**config.mk**
```make
export PLATFORM = sky130hd
export DESIGN_NAME = led_scanner
export DESIGN_NICKNAME = d
export VERILOG_FILES = /design/src/rtl/led_scanner.sv
export SDC_FILE = /design/constraint.sdc
export NUM_CORES = 1
export LEC_CHECK = 0
export BUFFER_PORTS_ARGS = -buffer_cell sky130_fd_sc_hd__buf_2
export CAP_MARGIN = 20
export CORE_MARGIN = 2
export CORE_UTILIZATION = 25
export DETAILED_ROUTE_END_ITERATION = 10
export PLACE_DENSITY = 0.38
export SYNTH_ARGS = -nofsm -noshare
export SYNTH_HDL_FRONTEND = slang
export SYNTH_SLANG_ARGS = --single-unit
```
**constraint.sdc**
```tcl
create_clock -name clk -period 2.7 [get_ports clk]
set_input_delay 0 -clock clk [delete_from_list [all_inputs] [get_ports clk]]
set_output_delay 0 -clock clk [all_outputs]
set_load 0.01 [all_outputs]
```
**src/rtl/led_scanner.sv**
```systemverilog
// LED bar scanner: a BAR-wide lit bar moves across a WIDTH-LED strip, paced by an
// internal step prescaler. Bounce (with end dwell), rotate left/right and hold modes.
module led_scanner #(
    parameter int unsigned WIDTH = 12,
    parameter int unsigned BAR   = 2,
    parameter int unsigned START = 5,
    parameter int unsigned DIV   = 1000000,
    parameter int unsigned DWELL = 1
) (
    input  logic             clk,
    input  logic             rst_n,
    input  logic             en,
    input  logic [1:0]       mode,
    output logic [WIDTH-1:0] led,
    output logic             dir,
    output logic             step
);

    localparam int unsigned    CW           = (DIV > 1) ? $clog2(DIV) : 1;
    localparam logic [CW-1:0]  CNT_MAX      = CW'(DIV - 1);
    localparam logic [63:0]    BAR_MASK     = (64'd1 << BAR) - 64'd1;
    localparam logic [WIDTH-1:0] LED_INIT   = WIDTH'(BAR_MASK << START);
    localparam logic [7:0]     DWELL_RELOAD = 8'(DWELL - 1);

    typedef enum logic [1:0] {
        ModeBounce = 2'b00,
        ModeRotL   = 2'b01,
        ModeRotR   = 2'b10,
        ModeHold   = 2'b11
    } mode_e;

    if (WIDTH < 2 || WIDTH > 32 || BAR < 1 || BAR > WIDTH - 1 || START + BAR > WIDTH ||
        DIV < 1 || DWELL > 255) begin : g_param_err
        $error("led_scanner: illegal parameter combination");
    end

    logic [CW-1:0]    r_cnt;
    logic [WIDTH-1:0] r_led;
    logic             r_dir;
    logic             r_step;
    logic [7:0]       r_dwell;

    logic             w_tick;
    logic [WIDTH-1:0] w_rotl;
    logic [WIDTH-1:0] w_rotr;
    logic [WIDTH-1:0] w_shl;
    logic [WIDTH-1:0] w_shr;
    logic             w_wrapped;
    logic             w_at_edge;
    logic [WIDTH-1:0] w_led_d;
    logic             w_dir_d;
    logic [7:0]       w_dwell_d;

    assign w_tick    = en && (r_cnt == CNT_MAX);
    assign w_rotl    = {r_led[WIDTH-2:0], r_led[WIDTH-1]};
    assign w_rotr    = {r_led[0], r_led[WIDTH-1:1]};
    assign w_shl     = r_led << 1;
    assign w_shr     = r_led >> 1;
    assign w_wrapped = r_led[0] & r_led[WIDTH-1];
    assign w_at_edge = r_dir ? r_led[0] : r_led[WIDTH-1];

    // Candidate next pattern; only committed on a step tick.
    always_comb begin
        w_led_d   = r_led;
        w_dir_d   = r_dir;
        w_dwell_d = r_dwell;
        case (mode_e'(mode))
            ModeRotL: begin
                w_led_d   = w_rotl;
                w_dir_d   = 1'b0;
                w_dwell_d = 8'd0;
            end
            ModeRotR: begin
                w_led_d   = w_rotr;
                w_dir_d   = 1'b1;
                w_dwell_d = 8'd0;
            end
            ModeHold: begin
                w_led_d = r_led;
            end
            default: begin
                if (w_wrapped) begin
                    // A bar straddling both ends can only be un-wrapped by rotating.
                    w_led_d = r_dir ? w_rotr : w_rotl;
                end else if (r_dwell != 8'd0) begin
                    w_dwell_d = r_dwell - 8'd1;
                end else if (w_at_edge) begin
                    w_dir_d = ~r_dir;
                    if (DWELL == 0) begin
                        w_led_d = r_dir ? w_shl : w_shr;
                    end else begin
                        w_dwell_d = DWELL_RELOAD;
                    end
                end else begin
                    w_led_d = r_dir ? w_shr : w_shl;
                end
            end
        endcase
    end

    always_ff @(posedge clk) begin
        if (!rst_n) begin
            r_cnt   <= '0;
            r_led   <= LED_INIT;
            r_dir   <= 1'b0;
            r_step  <= 1'b0;
            r_dwell <= 8'd0;
        end else begin
            r_step <= w_tick;
            if (en) begin
                r_cnt <= (r_cnt == CNT_MAX) ? '0 : r_cnt + 1'b1;
            end
            if (w_tick) begin
                r_led   <= w_led_d;
                r_dir   <= w_dir_d;
                r_dwell <= w_dwell_d;
            end
        end
    end

    assign led  = r_led;
    assign dir  = r_dir;
    assign step = r_step;

endmodule

```
[Word-level counts from Yosys, hierarchy flattened]
Cells that the tools add are included.
Operators by class
  add/subtract/negate cells: 2
  equality and inequality tests: 9
  muxes and demuxes: 16
  bitwise operators: 3
  reductions and logical operators: 8
Operator list (number)
  two-way mux 12 bit: 5
  case mux 12 bit (3 select lines): 1
  two-way mux 8 bit: 3
  adder 20 x 1 -> 20 bit, second input constant: 1
  == test 20 bit, second input constant: 1
  two-way mux 20 bit: 1
  case mux 8 bit (2 select lines): 1
  inequality test 4 x 2 -> 1 bit, second input constant: 2
  AND reduction 4 bit: 2
  nonzero test 8 bit: 1
  subtractor 8 x 1 -> 8 bit, second input constant: 1
  inequality test 3 x 1 -> 1 bit, second input constant: 2
  nonzero test 3 bit: 2
  AND reduction 5 bit: 1
  == test 2 bit, second input constant: 2
  two-way mux 1 bit: 4
  case mux 1 bit (3 select lines): 1
  == test 2 x 1 -> 1 bit, second input constant: 1
  inequality test 2 bit, second input constant: 1
  inverter 1 bit: 2
  OR reduction 2 bit: 1
  AND 1 bit: 1
  logical AND 1 bit: 1
Word-level totals
  register bits after elaboration: 42
  input bits: 5
  output and inout port bits: 14
  logic and storage cells: 43

[Depth between registers and ports, before layout]
  word-level depth: 5
  mapped depth: 9
  depth with buffers taken out: 7

[Least setup slack after synthesis]
OpenSTA, ideal clock, no wires.
  path type: register to register
  from: register r_dwell[0]
  to: register r_dwell[0]
  setup time: 0.080 ns
  arrival time: 1.965 ns
  data required time: 2.620 ns
  slack: 0.655 ns
  cell stages (with the launch flop): 9
  buffers on the path: 1
  period minus slack after synthesis: 2.045 ns
  cells stage by stage: dfxtp_1 inv_1 ha_1 nor3b_1 a31oi_1 or3b_4 and2_1 buf_6 a211oi_2
Between the ends
  word-level cells in the longest chain between the ends: 4
  elaborated cells between the ends (all ways): 7
  classes of those cells: 1 x add/sub; 3 x mux; 3 x reduce/logical
Ends and longest elaborated chain
  from (decl): line 41  | logic [7:0] r_dwell;
  from (signal assigned): line 116  | r_dwell <= w_dwell_d;
  subtractor 8 x 1 -> 8 bit / nonzero test 8 bit (equally long branches): line 86, 85
  two-way mux 8 bit: line 85  | end else if (r_dwell != 8'd0) begin
  two-way mux 8 bit: line 82  | if (w_wrapped) begin
  case mux 8 bit (2 select lines): line 67  | case (mode_e'(mode))
Several ways; a longest one is shown, not always the timed one. The select of a mux whose other input is x is not followed.
A chain may end at the register's enable or synchronous reset.

[Worst setup path in the final report]
Same ends and word-level chain as after synthesis.

==> run summary <==
status: finished clean
via count: 2021
GRT overflow: 0
Post-synth EDFFs: 0
worst slew pin tran: 0.544 ns
fin crit period: 2.32 ns
Post-Synth XOR/XNOR Area: 0.0720
GPL Wtd Cong: 0.739
Main synth FF type: dfxtp_1
Setup crit end kind: flop
Power per Cell Area: 459 nW/um^2
worst vdd ir: 0.168 mV
Comb power frac: 0.058
Setup crit start kind: flop
synthesized instance count: 280
placed instance area: 2510 um^2
sequential share of power: 0.522
crit-path max FO: 6
Post-Syn Area: 2310 um^2
Mapped Nets: 291
largest family of logic cells by synthesized area: simple AND/OR/NAND/NOR gates
ANT cells: 0
Starting Density: 0.254
CTS tree: built
Placed Instances: 398
post-synth cell types: 49
IO Count: 19
# nets final: 305
clock buffer depth: 2
Worst slew margin: 0.634
Final Cycle Share: 0.859
YS warnings: 0
post-synthesis compound-gate area fraction: 0.188
final core occ: 0.287
post-route ant nets: 0
CTS H-Tree Depth: 2
Worst EP required: 2.92 ns
Die X: 100 um
Clk pwr share: 0.421
# fillers: 1028
Hold Buf Count CTS: 0
post-CTS setup buffers: 0
vias per cell: 4.98
Inserted Clock Buffers: 5
clk_lat worst skew: 0.29 ns
synthesized area per cell: 8.25 um^2
dpl hpwl: 4.07 mm
Critical Path AT: 2.54 ns
Die Ht: 100 um
clk sinks: 42
post-synthesis mux area share: 0.00920
Post-synth ARST share: 0
hold depth: 3
Post-Route Setup TNS: 0 ns
area of the core: 9110 um^2
clock root cell: clkbuf_8
switching power: 0.276 mW
Iteration-0 DRC Markers: 46
Final Setup Violations: 0
vias in the first global route: 1989
final wirelength: 5.98 mm
largest net degree at the start of global routing: 29
unrepaired setup endpoints after global routing: no
DRC viols: 0
Resize count post-CTS: 0
post-synthesis register bit count: 42
cell internal pwr: 0.923 mW
GRT Resource Usage Total: 0.125
Area growth syn-to-layout: 13.1%
initial antenna violation count: 0
Peak Freq: 0.431 GHz
worst setup path category: reg -> reg
top post-synthesis cells by area: dfxtp_1, nand2_1, nor2_1, xnor2_1, nand4_1
post-synth top area share: 0.364
simple-gate share of the synthesized area: 0.285
Leak: 0.917 nW
Slew Viols, Final: 0
IO buf count: 18
TritonRoute pass-1 iters: 4
Hold Vio Cnt, Final: 0
first-pass GRT wire length: 10.0 mm
clock slew at reported path FFs: 0.08 ns
non-filler cells, final: 406
clock skew: 0.00706 ns
switching share of power: 0.230
final instance area: 2610 um^2
share of layout cells above drive strength 1: 0.156
R2R cell count: 7
die outline area: 10000 um^2
post-synth top area cell: dfxtp_1
Adder-Cell Fraction of Synth Area: 0.0325
register area share after synthesis: 0.364
Max Cap Viol: 0
Avg WL per Cell: 14.7 um
row cnt: 35
Worst Hold Class: in -> reg
[kinds of logic after synthesis]
family,Yosys count
simple gates,124
compound gates,60
flops,42
buf+inv,27
xor+xnor,19
fa+ha+maj,6
mux,2
[worst max-delay path, cell delays in order, from the launching register on]
cell	delay [ns]
dfxtp_1	0.35
inv_1	0.09
ha_1	0.16
nor3b_1	0.46
a31oi_1	0.20
or3b_4	0.45
and2_1	0.29
a211oi_2	0.24
[placed cells by master (no fill, tap or decap), types with 6 or more instances in the layout]
cell	instances
xor2_1	7
a21oi_1	7
buf_2	18
xnor2_1	12
buf_4	6
dfxtp_1	42
a22o_1	10
ha_1	6
a31oi_1	6
inv_1	10
nand2_1	30
o21ai_0	14
nor3_1	12
nand4_1	16
nor2_1	28
[cell type report]
| type | count | area (um^2) | area share |
|---|---|---|---|
| sequential | 42 | 841 | 0.322 |
| multi-input combinational | 211 | 1360 | 0.518 |
| timing repair buffer | 24 | 135 | 0.0517 |
| tap | 111 | 139 | 0.0531 |
| clock buffer | 7 | 76.3 | 0.0292 |
| clock inverter | 1 | 30.0 | 0.0115 |
| inverter | 10 | 37.5 | 0.0144 |
[sequential cells by signal, indices dropped and copies added (netlist names)]
signal	cells
dir	1
led	12
r_cnt	20
r_dwell	8
step	1
[through the flow]
step / power, mW / hold slack, ns / setup slack [ns]
after floorplan: 0.693 / 0.279 / 0.655
after global placement: 0.710 / 0.352 / 0.421
after detailed placement: 0.709 / 0.352 / 0.379
after CTS: 1.23 / 0.0485 / 0.352
after global routing: 1.26 / 0.0732 / 0.225
final: 1.20 / 0.0542 / 0.381
[power by group through the flow]
stage	clock (mW)	combinational [mW]	sequential [mW]
after global placement	0	0.0699	0.640
final	0.504	0.0690	0.625
after global routing	0.554	0.0772	0.626
after floorplan	0	0.0531	0.639
after detailed placement	0	0.0693	0.640
after CTS	0.530	0.0696	0.626
[layer usage]
layer  vias to the layer above  global-route usage  part of all wire  wire (um)
li1                       1034                   -                 -          -
met1                       949               0.169              0.50       2980
met2                        31               0.201              0.46       2760
met3                         7              0.0258             0.029        174
met4                         0              0.0327             0.011         68
met5                         -                   0                 0          0
[Yosys cell counts, drive strengths merged, types with 2 or more instances]
master,n
a21oi,7
xor2,7
xnor2,12
a21boi,2
and3,2
nor3,12
nor4b,3
ha,6
nand2,30
a211oi,5
buf,4
o31ai,2
nor2b,4
a41oi,2
a21o,3
nor4,4
o21ai,14
or2,3
a31o,4
a221oi,2
or3,3
or4,2
dfxtp,42
nand3,5
and2,2
nand2b,4
a31oi,6
nor2,28
a22o,10
clkbuf,13
nand4,16
inv,10
[path summary, 6_finish.rpt]
path | slack (ns) | endpoint | startpoint
setup / recovery | 0.38 | r_dwell[0] | r_dwell[0]
hold reg to reg | 0.51 | led[8] | led[8]
hold / removal | 0.05 | r_cnt[0] | en
setup reg to reg | 0.38 | r_dwell[0] | r_dwell[0]
No activity file was read; power rests on OpenSTA's default activity.
